$ cat src/rtl/systolic_skew_feeder.sv
// Operand buffer and diagonal-skew feeder for a SIZE x SIZE systolic multiplier array.
// Optional build macro: FEEDER_PERF_CNT_EN adds the perf_cycles busy-cycle counter.
module systolic_skew_feeder #(
  parameter int unsigned SIZE       = 8,
  parameter int unsigned DATA_WIDTH = 16
) (
  input  logic                           clk,
  input  logic                           rst,
  input  logic                           load_valid,
  output logic                           load_ready,
  input  logic                           load_sel,
  input  logic [$clog2(SIZE)-1:0]        load_idx,
  input  logic [SIZE*DATA_WIDTH-1:0]     load_data,
  input  logic                           start,
  output logic                           busy,
  output logic [SIZE*DATA_WIDTH-1:0]     a_out,
  output logic [SIZE*DATA_WIDTH-1:0]     b_out,
  output logic                           feed_valid,
  output logic                           feed_last,
`ifdef FEEDER_PERF_CNT_EN
  output logic [31:0]                    perf_cycles,
`endif
  output logic                           done
);

  localparam int unsigned IDX_W      = $clog2(SIZE);
  localparam int unsigned VEC_W      = SIZE * DATA_WIDTH;
  localparam int unsigned FEED_STEPS = 2 * SIZE - 1;
  localparam int unsigned DRAIN_LEN  = SIZE + 2;
  localparam int unsigned CNT_W      = $clog2(2 * SIZE + DRAIN_LEN);

  typedef enum logic [1:0] {
    IDLE  = 2'd0,
    FEED  = 2'd1,
    DRAIN = 2'd2
  } state_t;

  state_t                  state, state_nxt;
  logic [CNT_W-1:0]        cnt, cnt_nxt;
  logic [VEC_W-1:0]        a_nxt, b_nxt;
  logic                    valid_nxt, last_nxt, done_nxt;
  logic                    load_acc;

  // a_mem[row][k] = A[row][k]; b_mem[col][k] = B[k][col]
  logic [DATA_WIDTH-1:0]   a_mem [SIZE][SIZE];
  logic [DATA_WIDTH-1:0]   b_mem [SIZE][SIZE];

  assign load_ready = (state == IDLE);
  assign busy       = (state != IDLE);
  assign load_acc   = load_valid && (state == IDLE);

  // State and step/drain counter register
  always_ff @(posedge clk or negedge rst) begin
    if (!rst) begin
      state <= IDLE;
      cnt   <= '0;
    end else begin
      state <= state_nxt;
      cnt   <= cnt_nxt;
    end
  end

  // Next state and next output values
  always_comb begin
    state_nxt = state;
    cnt_nxt   = cnt;
    a_nxt     = '0;
    b_nxt     = '0;
    valid_nxt = 1'b0;
    last_nxt  = 1'b0;
    done_nxt  = 1'b0;
    case (state)
      IDLE: begin
        if (start) begin
          state_nxt = FEED;
          cnt_nxt   = '0;
        end
      end
      FEED: begin
        valid_nxt = 1'b1;
        // Lane i carries element (cnt - i) of its row/column, zero outside the window
        for (int i = 0; i < SIZE; i++) begin
          for (int k = 0; k < SIZE; k++) begin
            if (cnt == CNT_W'(i + k)) begin
              a_nxt[i*DATA_WIDTH +: DATA_WIDTH] = a_mem[i][k];
              b_nxt[i*DATA_WIDTH +: DATA_WIDTH] = b_mem[i][k];
            end
          end
        end
        if (cnt == CNT_W'(FEED_STEPS - 1)) begin
          last_nxt  = 1'b1;
          state_nxt = DRAIN;
          cnt_nxt   = '0;
        end else begin
          cnt_nxt = cnt + CNT_W'(1);
        end
      end
      DRAIN: begin
        // The edge that leaves DRAIN is the one that raises done
        if (cnt == CNT_W'(DRAIN_LEN)) begin
          state_nxt = IDLE;
          done_nxt  = 1'b1;
          cnt_nxt   = '0;
        end else begin
          cnt_nxt = cnt + CNT_W'(1);
        end
      end
      default: begin
        state_nxt = IDLE;
        cnt_nxt   = '0;
      end
    endcase
  end

  // Registered array-facing outputs
  always_ff @(posedge clk or negedge rst) begin
    if (!rst) begin
      a_out      <= '0;
      b_out      <= '0;
      feed_valid <= 1'b0;
      feed_last  <= 1'b0;
      done       <= 1'b0;
    end else begin
      a_out      <= a_nxt;
      b_out      <= b_nxt;
      feed_valid <= valid_nxt;
      feed_last  <= last_nxt;
      done       <= done_nxt;
    end
  end

  // Operand buffers; an index with no matching row/column is simply dropped
  always_ff @(posedge clk or negedge rst) begin
    if (!rst) begin
      for (int r = 0; r < SIZE; r++) begin
        for (int k = 0; k < SIZE; k++) begin
          a_mem[r][k] <= '0;
          b_mem[r][k] <= '0;
        end
      end
    end else if (load_acc) begin
      for (int r = 0; r < SIZE; r++) begin
        if (load_idx == IDX_W'(r)) begin
          for (int k = 0; k < SIZE; k++) begin
            if (!load_sel) a_mem[r][k] <= load_data[k*DATA_WIDTH +: DATA_WIDTH];
            else           b_mem[r][k] <= load_data[k*DATA_WIDTH +: DATA_WIDTH];
          end
        end
      end
    end
  end

`ifdef FEEDER_PERF_CNT_EN
  // Busy-cycle counter, cleared by an accepted start, saturating
  always_ff @(posedge clk or negedge rst) begin
    if (!rst) begin
      perf_cycles <= '0;
    end else if ((state == IDLE) && start) begin
      perf_cycles <= '0;
    end else if ((state != IDLE) && (perf_cycles != 32'hFFFF_FFFF)) begin
      perf_cycles <= perf_cycles + 32'd1;
    end
  end
`endif

endmodule
$ cat config.mk
export PLATFORM = sky130hd
export DESIGN_NAME = systolic_skew_feeder
export DESIGN_NICKNAME = d
export VERILOG_FILES = /design/src/rtl/systolic_skew_feeder.sv
export SDC_FILE = /design/constraint.sdc
export NUM_CORES = 2
export LEC_CHECK = 0
export BUFFER_PORTS_ARGS = -buffer_cell sky130_fd_sc_hd__buf_4
export CAP_MARGIN = 20
export CORE_UTILIZATION = 30
export CTS_BUF_LIST = sky130_fd_sc_hd__clkbuf_4 sky130_fd_sc_hd__clkbuf_8
export DETAILED_ROUTE_END_ITERATION = 12
export GPL_ROUTABILITY_DRIVEN = 1
export GPL_TIMING_DRIVEN = 0
export PLACE_DENSITY = 0.42
export SYNTH_ARGS = -nofsm -noshare
export SYNTH_HDL_FRONTEND = slang
export SYNTH_SLANG_ARGS = --single-unit
$ cat constraint.sdc
create_clock -name clk -period 2.75 [get_ports clk]
set_input_delay 0.55 -clock clk [delete_from_list [all_inputs] [get_ports clk]]
set_output_delay 0.55 -clock clk [all_outputs]
set_load 0.1 [all_outputs]
# [After elaboration in Yosys (flattened, before gate mapping)]
# Index checks and enable logic that the tools add are counted.
# Widths: inputs -> output; s select.
[totals] word_cells=328 inputBits=136 output_inout_bits=261 n_memories=0 mem_bits_rw=0 mem_bits_ro=0 regBits=2314 latch_bits=0
[classes] multipliers=0 n_reduce_logical=22 mux=143 n_lt_le_gt_ge=0 n_addsub=1 n_eq_ne=26 n_shift=0 div_mod_pow=0 n_bitwise=1
[op_table] operator="$mux 16" count=128
[op_table] operator="$mux 128" count=2
[op_table] operator="$reduce_and 3->1" count=17
[op_table] operator="$eq 5x4->1 const B" count=7
[op_table] operator="$eq 5x3->1 const B" count=4
[op_table] operator="$mux 5" count=3
[op_table] operator="$pmux 5 s3" count=1
[op_table] operator="$eq 3x3->1 const B" count=4
[op_table] operator="$eq 5x2->1 const B" count=2
[op_table] operator="$eq 3x2->1 const B" count=2
[op_table] operator="$mux 2" count=3
[op_table] operator="$pmux 2 s3" count=1
[op_table] operator="$add 5x1->5 const B" count=1
[op_table] operator="$eq 5x1->1 const B" count=1
[op_table] operator="$logic_not 5->1" count=1
[op_table] operator="$mux 1" count=5
[op_table] operator="$ne 2x2->1 const B" count=2
[op_table] operator="$eq 3x1->1 const B" count=1
[op_table] operator="$logic_not 3->1" count=1
[op_table] operator="$eq 2x1->1 const B" count=1
[op_table] operator="$eq 2x2->1 const B" count=1
[op_table] operator="$logic_not 2->1" count=1
[op_table] operator="$ne 2x1->1 const B" count=1
[op_table] operator="$reduce_bool 2->1" count=1
[op_table] operator="other kinds (2)" count=2

# [Longest topological paths before layout]
[logic_depth] word_depth=10 mapped_depth=11 ltp_nobuf=7

# [Worst setup path after synthesis]
# Ideal clock, no wire load.
[synth_timing] kind="reg2reg" from="register state[0]" to="register cnt[0]" t_arrival_ns=2.866 required_time_ns=2.625 stages_incl_launch_ff=7 synth_period_minus_slack_ns=2.991 slack_ns=-0.241 setup_ns=0.125 path_cell_list="dfrtp_1 -> inv_1 -> ha_1 -> inv_1 -> nor2_1 -> nor3_1 -> mux2_2"
[synth_between] elab_chain_cells=2 elab_cells_between_ends=5
[synth_lines] item="start: declaration" line_no="38" text="state_t state, state_nxt;"
[synth_lines] item="start signal: assignment" line_no="58" text="state <= state_nxt;"
[synth_lines] item="$logic_not 2->1 *"
[synth_lines] item="net load_ready" line_no="10" text="output logic load_ready,"
[synth_lines] item="$pmux 5 s3 / $ne 2x1->1 (equally long branches)"
[synth_lines] item="end signal: assignment" line_no="59" text="cnt <= cnt_nxt;"
[synth_lines] item="end: declaration" line_no="39" text="logic [CNT_W-1:0] cnt, cnt_nxt;"
# The timed path passes the listed nets; every way through them passes the cells marked *.
# A chain may end at the register's enable or synchronous reset.

# [Worst setup path in the final report]
[layout_timing] from="register cnt[0]" to="register b_out[102]"
[layout_between] elab_chain_cells=10 elab_cells_between_ends=17
[layout_lines] item="$eq 5x3->1" line_no="84" text="if (cnt == CNT_W'(i + k)) begin"
[layout_lines] item="$mux 16 (7 in a row)" line_no="84"
[layout_lines] item="$mux 16 *" line_no="84"
[layout_lines] item="$mux 128 *" line_no="72" text="case (state)"
[layout_lines] item="net b_nxt[102]" line_no="40" text="logic [VEC_W-1:0] a_nxt, b_nxt;"
[layout_lines] item="end signal: assignment" line_no="125" text="b_out <= b_nxt;"
[layout_lines] item="end: declaration" line_no="17" text="output logic [SIZE*DATA_WIDTH-1:0] b_out,"
# Marked as above.

==> reports/qor.yml <==
run_status:
  status: "complete, but fails checks"
  violations: "negative hold slack, negative setup slack"
synthesis:
  synth_edf_count: 0
  syn_area_mm2: 0.101
  synth_compound_area_share_pct: 13.5
  ys.flop_type: "dfrtp_1"
  yosysSeqAreaShare_pct: 57.3
  synth_top_family_by_area: "multiplexers"
  synth.avg_cell_area_um2: 13.0
  synth-async-reset-ratio_pct: 100
  synthAdderAreaFrac_pct: 0.0867
  ys_seq_elements: 2314
  synthCells: 7797
  ys_types: 81
  synthSimpleGateAreaFrac_pct: 2.90
  yosysWarnings: 0
  muxShareOfSynthArea_pct: 22.5
  synth_xor_area_share_pct: 0
  syn_nets: 7940
power_and_ir_drop:
  power_switching_uw: 43500
  power_uw: 128000
  ir_worst_vdd_mv: 0.583
  p_sw_share_pct: 34.0
  power.internal_uw: 84500
  leakage_uw: 0.0570
  pwr-share-comb_pct: 26.2
  seq_power_share_pct: 45.5
  power_density_mw_per_mm2: 985
  power_frac_clock_pct: 28.3
grt:
  grt_start_max_net_pins: 170
  grt_usage_pct: 33.1
  antenna_found_initial: 119
  grt_overflow: 0
  grt_pass1_wl_um: 749000
  grt_pass1_vias: 77447
setup_path:
  r2r_start: "cnt[0]"
  slowest_delay_ps: 1120
  path_max_fanout: 10
  slowest_stage: "a222oi_1"
  crit_chain: "ha_4 -> and4bb_1 -> buf_6 -> nor2_8 -> buf_6 -> a222oi_1 -> nor3_1 -> o221a_1"
  path_class: "flop to flop"
  worstPathRequired_ps: 3690
  rr_worst_depth: 8
  crit_path_start_kind: "flop"
  arrival_ps: 3970
  r2r_end: "b_out[102]"
  cp_common_cell: "buf_6"
  crit_path_end_kind: "flop"
  regToRegSetupSlack_ps: -280
place:
  post-place-cells: 12697
  pre_cts_ws_ps: -2270
  gp_congestion: 0.995
  placed_area_mm2: 0.112
  io_buffers: 395
  dpl.hpwl_um: 423000
timing:
  finalClockSkew_ps: 57.4
  fmax_ghz: 0.330
  grt_setup_unrepaired: "yes"
  setup_violations: 94
  worst_pin_slew_ps: 1340
  period_share_pct: 110
  finalWorstSetupSlack_ps: -280
  relSlewSlack_pct: 10.4
  fin_crit_ps: 3030
  hold_viol: 132
  whs_ps: -562
  drv_slew: 0
  tns_ps: -4350
clocking:
  cts_tree: "yes"
  insertion_delay_ps: 1080
  clock-root-buffer: "clkbuf_8"
  clock_path_buffers: 4
  clk_pin_slew_ps: 60
  cts_hold_buffers: 129
  cts_num_sinks: 2314
  cts_buffers: 416
  h-tree-depth: 5
floorplan:
  fp.dieH_um: 582
  die-area_mm2: 0.339
  fp.dieW_um: 582
  initial_utilization_pct: 30.2
  row_count: 212
  ioPinCount: 397
  core-area_mm2: 0.334
layout:
  syn2layout_area_growth_pct: 28.6
  drive_gt1_share_pct: 49.6
  stdcell_count: 13718
  nNetsFinal: 9081
  final_area_mm2: 0.130
min_path:
  hold_class: "input port to asynchronous set/reset pin"
drt:
  routed_wl_um: 574000
  dr.pass1.iters: 6
  vias: 79947
  viasPerCell: 5.83
  ant_nets: 0
  drc: 0
  wl_per_cell_um: 41.8
  first_iter_violations: 9946
flow_run:
  maxCapViolCount: 0
==> how the worst max path moves through the flow <==
stage	start	endpoint	slack (ps)	cells after the start
floorplan	state[0]	a_mem[448]	130	7
global route	cnt[0]	b_out[102]	-190	8
detailed placement	cnt[0]	a_out[90]	-2270	10
finish	cnt[0]	b_out[102]	-280	8
global placement	rst	b_mem[386]	-29580	1
CTS	state[0]	a_mem[643]	-200	8
==> power groups by stage <==
stage          registers [µW]  clock network (µW)  logic (µW)
3_3_place_gp            57100                   0       28400
5_1_grt                 59700               38000       34900
4_1_cts                 57500               36500       32100
6_report                58200               36300       33500
2_1_floorplan           55700                   0       17900
3_5_place_dp            57400                   0       29700
==> synthesized netlist by cell type, types with 86 or more instances <==
cell type	n	area [µm²]
nand2_1	295	1110
a21oi_1	437	2190
buf_2	276	1380
o21ai_0	399	2000
clkbuf_1	425	1600
o21ai_1	86	430
nor2_1	141	529
a221oi_1	217	1900
o22ai_1	230	1440
mux2_2	1929	21700
mux2_1	89	1000
dfrtp_1	2314	57900
a22oi_1	124	931
==> flip-flops by register name, summed over array words and instances, names as in the netlist <==
register,flops
a_out,128
done,1
cnt,5
state,2
feed_valid,1
b_out,128
feed_last,1
b_mem,1024
a_mem,1024
==> per-layer routing <==
metal  part of all wire [%]  track usage (%)
met5                  0.063            0.411
met4                    5.3             14.5
met3                     11             10.1
met2                     41             47.0
met1                     43             46.0
==> layout by cell type (no fill, tap or decap), types with 129 or more instances in the layout <==
cell type	count
a21oi_1	357
buf_2	163
buf_4	568
clkbuf_2	200
clkbuf_4	187
clkbuf_8	574
dfrtp_1	2310
dlygate4sd3_1	129
mux2_2	1929
nand2_1	282
o21ai_0	335
o22ai_1	186
==> area by class of cell <==
class / count / area (µm²)
inverters: 42 / 171
repair buffers: 734 / 7410
flip-flops and latches: 2314 / 57900
plain buffers: 779 / 5290
multi-input cells: 4651 / 44300
clock inverters: 78 / 673
fillers: 32203 / 204000
diodes: 67 / 168
well taps: 4387 / 5490
clock buffers: 666 / 8450
==> critical path: cells and delay by family, from the launching register on <==
kind	cells	cell delay, ps
buffers and inverters	2	390
flip-flops	1	430
AO/OA/AOI/OAI	2	1400
adder cells (fa/ha/maj)	1	220
AND/OR/NAND/NOR	3	470
==> repair_timing <==
action,in CTS,in global routing
gates resized for setup,1270,442
endpoints found under the setup margin,2732,2324
cloned,4,7
pin swaps,121,85
endpoints found under the hold margin,902,132
setup buffers,49,33
==> stage by stage <==
stage	utilization [%]	hold slack [ps]
detailed placement	33.4	476
finish	38.9	-562
CTS	38.2	-521
global route	38.8	-524
floorplan	-	254
global placement	32.7	466
==> logic make-up (layout without fill, tap and decap cells) <==
| family | count (synthesis) | in the layout |
|---|---|---|
| fa+ha+maj | 7 | 7 |
| simple gates | 606 | 606 |
| other cells | 0 | 67 |
| mux | 2018 | 2018 |
| flops | 2314 | 2314 |
| buf+inv | 832 | 2299 |
| compound gates | 2020 | 2020 |
Note: power is estimated with default switching activity, not from simulation.
